`config.mk`:
```
export PLATFORM = sky130hd
export DESIGN_NAME = framebuffer_writer
export DESIGN_NICKNAME = d
export VERILOG_FILES = /design/src/rtl/fb_pkg.sv /design/src/rtl/fb_addr_gen.sv /design/src/rtl/framebuffer_writer.sv
export SDC_FILE = /design/constraint.sdc
export NUM_CORES = 1
export LEC_CHECK = 0
export ABC_AREA = 0
export CAP_MARGIN = 5
export CORE_MARGIN = 2
export CORE_UTILIZATION = 45
export CTS_CLUSTER_DIAMETER = 40
export DETAILED_ROUTE_END_ITERATION = 8
export PLACE_DENSITY = 0.76
export SLEW_MARGIN = 10
export SYNTH_ARGS = -nofsm -noshare
export SYNTH_HDL_FRONTEND = slang
export SYNTH_SLANG_ARGS = --single-unit
export TNS_END_PERCENT = 5
```
`constraint.sdc`:
```
create_clock -name clk -period 2.26 [get_ports clk]
set_input_delay 0.452 -clock clk [delete_from_list [all_inputs] [get_ports clk]]
set_output_delay 0.452 -clock clk [all_outputs]
set_load 0.01 [all_outputs]
```
`src/rtl/fb_pkg.sv`:
```
// Shared types and helpers for the frame-buffer write path.
package fb_pkg;

    typedef enum logic [1:0] {
        IDLE   = 2'd0,
        CLEAR  = 2'd1,
        RENDER = 2'd2,
        DONE   = 2'd3
    } fb_state_t;

    // One pixel write from the raytracing controller (default 16-bit fields).
    typedef struct packed {
        logic [15:0] x;
        logic [15:0] y;
        logic [15:0] color;
    } pixel_write_t;

    function automatic int fb_pix_bits(input int width, input int height);
        return $clog2(width * height);
    endfunction

endpackage

```
`src/rtl/fb_addr_gen.sv`:
```
// Combinational bounds check and linear pixel index (y*FRAME_WIDTH + x).
module fb_addr_gen
    import fb_pkg::*;
#(
    parameter int FRAME_WIDTH  = 512,
    parameter int FRAME_HEIGHT = 384,
    parameter int COORD_BITS   = 16,
    parameter int PIX_BITS     = fb_pix_bits(FRAME_WIDTH, FRAME_HEIGHT)
) (
    input  logic [COORD_BITS-1:0] x,
    input  logic [COORD_BITS-1:0] y,
    output logic                  in_bounds,
    output logic [PIX_BITS-1:0]   pix_addr
);

    localparam int XB = $clog2(FRAME_WIDTH);
    localparam int YB = $clog2(FRAME_HEIGHT);
    localparam logic [COORD_BITS:0] W_LIM = FRAME_WIDTH[COORD_BITS:0];
    localparam logic [COORD_BITS:0] H_LIM = FRAME_HEIGHT[COORD_BITS:0];

    assign in_bounds = ({1'b0, x} < W_LIM) && ({1'b0, y} < H_LIM);

    // Only the low coordinate bits reach the index; out-of-range values are masked by in_bounds.
    generate
        if ((FRAME_WIDTH & (FRAME_WIDTH - 1)) == 0) begin : g_shift
            assign pix_addr = PIX_BITS'({y[YB-1:0], x[XB-1:0]});
        end else begin : g_mult
            localparam logic [PIX_BITS-1:0] W_MUL = FRAME_WIDTH[PIX_BITS-1:0];
            assign pix_addr = PIX_BITS'(y[YB-1:0]) * W_MUL + PIX_BITS'(x[XB-1:0]);
        end
    endgenerate

endmodule

```
`src/rtl/framebuffer_writer.sv`:
```
// Pixel-write front end for frame-buffer BRAM port A: clear, render, ping-pong and stats.
module framebuffer_writer
    import fb_pkg::*;
#(
    parameter int FRAME_WIDTH  = 512,
    parameter int FRAME_HEIGHT = 384,
    parameter int COLOR_WIDTH  = 16,
    parameter int COORD_BITS   = 16,
    parameter int NUM_BUFFERS  = 2,
    parameter int CNT_BITS     = 64,
    localparam int PIX_BITS    = fb_pix_bits(FRAME_WIDTH, FRAME_HEIGHT),
    localparam int ADDR_BITS   = PIX_BITS + ((NUM_BUFFERS == 2) ? 1 : 0)
) (
    input  logic                   clk,
    input  logic                   rst,
    input  logic                   frame_start,
    input  logic                   clear_en,
    input  logic [COLOR_WIDTH-1:0] clear_color,
    input  logic                   in_valid,
    output logic                   in_ready,
    input  logic [COORD_BITS-1:0]  in_x,
    input  logic [COORD_BITS-1:0]  in_y,
    input  logic [COLOR_WIDTH-1:0] in_color,
    output logic                   bram_we,
    output logic [ADDR_BITS-1:0]   bram_addr,
    output logic [COLOR_WIDTH-1:0] bram_din,
    output logic                   disp_buf,
    output logic                   busy,
    output logic                   frame_done,
    output logic [CNT_BITS-1:0]    cycle_count,
    output logic [31:0]            write_count,
    output logic [15:0]            drop_count
);

    generate
        if (NUM_BUFFERS != 1 && NUM_BUFFERS != 2) begin : g_bad_buffers
            $error("framebuffer_writer: NUM_BUFFERS must be 1 or 2");
        end
    endgenerate

    localparam logic [PIX_BITS-1:0] LAST_PIX = PIX_BITS'(FRAME_WIDTH * FRAME_HEIGHT - 1);

    fb_state_t               state_reg, state_next;
    logic [COLOR_WIDTH-1:0]  clear_color_reg, clear_color_next;
    logic [PIX_BITS-1:0]     clear_idx_reg, clear_idx_next;
    logic                    disp_buf_reg, disp_buf_next;
    logic                    bram_we_reg, bram_we_next;
    logic [ADDR_BITS-1:0]    bram_addr_reg, bram_addr_next;
    logic [COLOR_WIDTH-1:0]  bram_din_reg, bram_din_next;
    logic [CNT_BITS-1:0]     cycle_count_reg, cycle_count_next;
    logic [31:0]             write_count_reg, write_count_next;
    logic [15:0]             drop_count_reg, drop_count_next;

    logic                    pix_in_bounds;
    logic [PIX_BITS-1:0]     pix_addr;
    logic [ADDR_BITS-1:0]    clear_addr;
    logic [ADDR_BITS-1:0]    wr_addr;

    fb_addr_gen #(
        .FRAME_WIDTH  (FRAME_WIDTH),
        .FRAME_HEIGHT (FRAME_HEIGHT),
        .COORD_BITS   (COORD_BITS),
        .PIX_BITS     (PIX_BITS)
    ) u_addr_gen (
        .x         (in_x),
        .y         (in_y),
        .in_bounds (pix_in_bounds),
        .pix_addr  (pix_addr)
    );

    // All writes go to the back buffer, the one VGA is not showing.
    generate
        if (NUM_BUFFERS == 2) begin : g_two_buf
            assign clear_addr = {~disp_buf_reg, clear_idx_reg};
            assign wr_addr    = {~disp_buf_reg, pix_addr};
        end else begin : g_one_buf
            assign clear_addr = clear_idx_reg;
            assign wr_addr    = pix_addr;
        end
    endgenerate

    always_comb begin
        state_next       = state_reg;
        clear_color_next = clear_color_reg;
        clear_idx_next   = clear_idx_reg;
        disp_buf_next    = disp_buf_reg;
        bram_we_next     = 1'b0;
        bram_addr_next   = bram_addr_reg;
        bram_din_next    = bram_din_reg;
        cycle_count_next = cycle_count_reg;
        write_count_next = write_count_reg;
        drop_count_next  = drop_count_reg;

        case (state_reg)
            IDLE: begin
                if (frame_start) begin
                    cycle_count_next = '0;
                    write_count_next = '0;
                    drop_count_next  = '0;
                    clear_color_next = clear_color;
                    clear_idx_next   = '0;
                    state_next       = clear_en ? CLEAR : RENDER;
                end
            end
            CLEAR: begin
                bram_we_next   = 1'b1;
                bram_addr_next = clear_addr;
                bram_din_next  = clear_color_reg;
                clear_idx_next = clear_idx_reg + PIX_BITS'(1);
                if (clear_idx_reg == LAST_PIX) begin
                    state_next = RENDER;
                end
            end
            RENDER: begin
                if (in_valid) begin
                    if (pix_in_bounds) begin
                        bram_we_next     = 1'b1;
                        bram_addr_next   = wr_addr;
                        bram_din_next    = in_color;
                        write_count_next = write_count_reg + 32'd1;
                        // The bottom-right pixel closes the frame regardless of arrival order.
                        if (pix_addr == LAST_PIX) begin
                            state_next = DONE;
                        end
                    end else if (drop_count_reg != 16'hFFFF) begin
                        drop_count_next = drop_count_reg + 16'd1;
                    end
                end
            end
            DONE: begin
                state_next    = IDLE;
                disp_buf_next = (NUM_BUFFERS == 2) ? ~disp_buf_reg : 1'b0;
            end
            default: begin
                state_next = IDLE;
            end
        endcase

        if ((state_reg == CLEAR || state_reg == RENDER) && cycle_count_reg != '1) begin
            cycle_count_next = cycle_count_reg + CNT_BITS'(1);
        end
    end

    always_ff @(posedge clk) begin
        if (!rst) begin
            state_reg       <= IDLE;
            clear_color_reg <= '0;
            clear_idx_reg   <= '0;
            disp_buf_reg    <= 1'b0;
            bram_we_reg     <= 1'b0;
            bram_addr_reg   <= '0;
            bram_din_reg    <= '0;
            cycle_count_reg <= '0;
            write_count_reg <= '0;
            drop_count_reg  <= '0;
        end else begin
            state_reg       <= state_next;
            clear_color_reg <= clear_color_next;
            clear_idx_reg   <= clear_idx_next;
            disp_buf_reg    <= disp_buf_next;
            bram_we_reg     <= bram_we_next;
            bram_addr_reg   <= bram_addr_next;
            bram_din_reg    <= bram_din_next;
            cycle_count_reg <= cycle_count_next;
            write_count_reg <= write_count_next;
            drop_count_reg  <= drop_count_next;
        end
    end

    assign in_ready    = (state_reg == RENDER);
    assign busy        = (state_reg == CLEAR) || (state_reg == RENDER);
    assign frame_done  = (state_reg == DONE);
    assign disp_buf    = disp_buf_reg;
    assign bram_we     = bram_we_reg;
    assign bram_addr   = bram_addr_reg;
    assign bram_din    = bram_din_reg;
    assign cycle_count = cycle_count_reg;
    assign write_count = write_count_reg;
    assign drop_count  = drop_count_reg;

endmodule

```
==> metrics.txt <==
MaxCap Viol Count=0; CTS Buf Count=17; clk slew on worst S/H paths=0.07 ns; Area Overhead vs Synth=46.1%; Worst Path Required=2.64 ns; worst min-delay path startpoint=clear_color_reg[8]$_SDFFE_PN0P_; die area=21,800 um2; design area=13,600 um2; Post-Syn Area=9290 um2; power per cell area=858 nW/um2; Avg Inst Size Synth=8.37 um2; Setup Viol. Count Final=0; routed len/inst=17.0 um; first-pass GRT wire length=45,900 um; chip width=148 um; Starting Density=0.459; H-Tree Depth=4; data arrival time of the critical path=2.58 ns; Final Skew=0.0109 ns; Mapped Nets=1,187; Slew Limit Headroom=0.577; root buf cell=clkbuf_16; Die H=148 um; initial antenna violation count=0; Worst-Skew Late Latency=0.44 ns; pin count of the biggest net entering global routing=61; sequential-to-total area share from yosys stat=0.399; drc violations=0; cell taking the most area after synthesis=dfxtp_1; Final min period=2.20 ns; Antenna Nets Post-Route=0; Hold-fix buffers, CTS=0; critical path launch point type=primary input; r2r startpoint=cycle_count[1]$_SDFFE_PN0P_; count of cell types in the netlist=68; Vias=9,830; top_reg_cell synth=dfxtp_1; RSZ-0062 raised after global routing=true; slowest cell on the critical path=or4_4; Least-Margin Pin Slew=0.630 ns; fin. max-slew vios=0; CP Class=in2reg; worst slack at placement=-0.439 ns; Crit path largest cell delay=0.48 ns; layout cells sized above 1=0.163; Final Hold Fails=0; Post-layout nets=1,508; leakage power=5.22 nW; core area=20,200 um2; gp weighted congestion=0.925; worst IR drop on VDD=0.000613 V; asr flop ratio synth=0; Sink Count=185; non-filler cells, final=1,714; Largest register FFs=64; top post-synthesis cells by area=dfxtp_1, nand2_1, o211a_1, mux2i_1, nand4_1; CP Max Fanout=6; status=finished clean; final wirelength=29,100 um; num ports=221; ANT cells=0; clk buf depth=2; Tot Pwr=11.6 mW; Fin Setup TNS=0 ns; Hold WS=0.463 ns; worst path cell trace=clkdlybuf4s50_1 > nor4_4 > and4_4 > a21bo_2 > nand4_1 > buf_6 > or4_4 > a21oi_2; Worst path top cell family by delay=simple AND/OR/NAND/NOR gates; Worst Path Buf+Inv=2; Post-Synthesis Cells=1,110; crit path setup slack, layout=0.0612 ns; Yosys reg bits=185; period utilization=0.973; post-synth top area share=0.399; vias in the first global route=9,057; Cells after DPL=1,678; DP Area=12,700 um2; PortBufs=220; Tot GR Track Use=0.258; EDFF count, synth=0; Fmax=455 MHz; Crit. End Element=flip-flop; Final Util=0.670; Vias/cell=5.74; post-DP HPWL=20,700 um; CP startpoint=in_y[14]; drt pass-1 iters=6; row cnt=52; GRT overflow=0; Hold Path Class=reg2reg; Initial DRC Count=606; CTS tree=built; synth warn=0
[power by group]
group,switching [mW],internal [mW]
sequential,0.203,3.59
combinational,2.60,2.13
clock,1.50,1.61
[synth_stat cells (8+ instances only)]
cell type,number
a21boi_0,20
nor4_1,27
and4_1,12
nand3_1,59
xor2_1,12
inv_1,28
mux2i_1,34
nor2_1,60
o211a_1,36
o21ai_0,33
a21o_1,11
or3_1,16
nand4_1,54
nor3_1,17
nand2_1,145
a21oi_1,60
ha_1,8
and3_1,19
clkbuf_1,52
a31oi_1,39
xnor2_1,29
or4_1,10
o31ai_1,8
o21ai_1,8
buf_2,9
dfxtp_1,185
nand2b_1,13
[worst paths after layout]
kind                                                        end  slack (ns)  depth (start not counted)
worst max-delay path               write_count[31]$_SDFFE_PN0P_        0.06                          8
worst max register to register     cycle_count[42]$_SDFFE_PN0P_        0.07                          9
worst min-delay path            clear_color_reg[8]$_SDFFE_PN0P_        0.46                          2
worst min register to register  clear_color_reg[8]$_SDFFE_PN0P_        0.46                          2
[layout by cell type (no fill, tap or decap), types with 6 or more instances in the layout]
master	n
inv_1	28
xnor2_1	29
a31oi_1	38
ha_1	6
clkdlybuf4s50_1	212
mux2i_1	34
buf_12	7
dlymetal6s2s_1	6
nor2_1	59
nor4_1	20
a32oi_1	7
o21ai_0	33
o211a_1	36
or3_1	16
a22o_1	7
nand3_1	57
a21o_1	11
o31ai_1	8
clkbuf_16	17
nor3_1	16
o21ai_1	6
nand2b_1	13
a2111oi_0	6
a21oi_1	56
nor2b_1	6
nand4_1	54
and2_1	7
and4_1	10
a21boi_0	20
and3_1	19
nand2_1	144
or4_1	8
buf_4	143
xor2_1	12
dfxtp_1	185
[worst reg2reg max path, stage by stage (launching register included)]
cell	delay (ns)
dfxtp_1	0.34
ha_1	0.20
buf_4	0.14
nand2_1	0.07
nor4_1	0.31
buf_4	0.20
and4_1	0.30
nand3_1	0.15
a22o_1	0.22
a21o_1	0.17
[metal layers]
metal	track usage	part of all wire
met1	0.343	0.44
met2	0.425	0.47
met3	0.0457	0.069
met4	0.0861	0.021
met5	0	0
[what timing repair did]
action	CTS	global route
pin swaps	0	9
buffers inserted	0	3
setup endpoints to repair	4	116
resized for setup	3	39
gates cloned	0	1
[area by class of cell]
type | count | area [um2]
Clock buffer | 17 | 425
Clock inverter | 15 | 193
Fill cell | 1674 | 6670
Inverter | 28 | 105
Multi-Input combinational cell | 826 | 5350
Sequential cell | 185 | 3700
Tap cell | 270 | 338
Timing Repair Buffer | 373 | 3450
[logic make-up (layout without fill, tap and decap cells)]
family | Yosys count | in the layout | synth area share
AO/OA/AOI/OAI | 278 | 278 | 0.209
XOR/XNOR | 41 | 41 | 0.0387
adder cells (fa/ha/maj) | 8 | 8 | 0.0108
buffers and inverters | 99 | 433 | 0.0461
flip-flops | 185 | 185 | 0.399
multiplexers | 35 | 35 | 0.0379
AND/OR/NAND/NOR | 464 | 464 | 0.259
(Power assumes the default switching activity.)
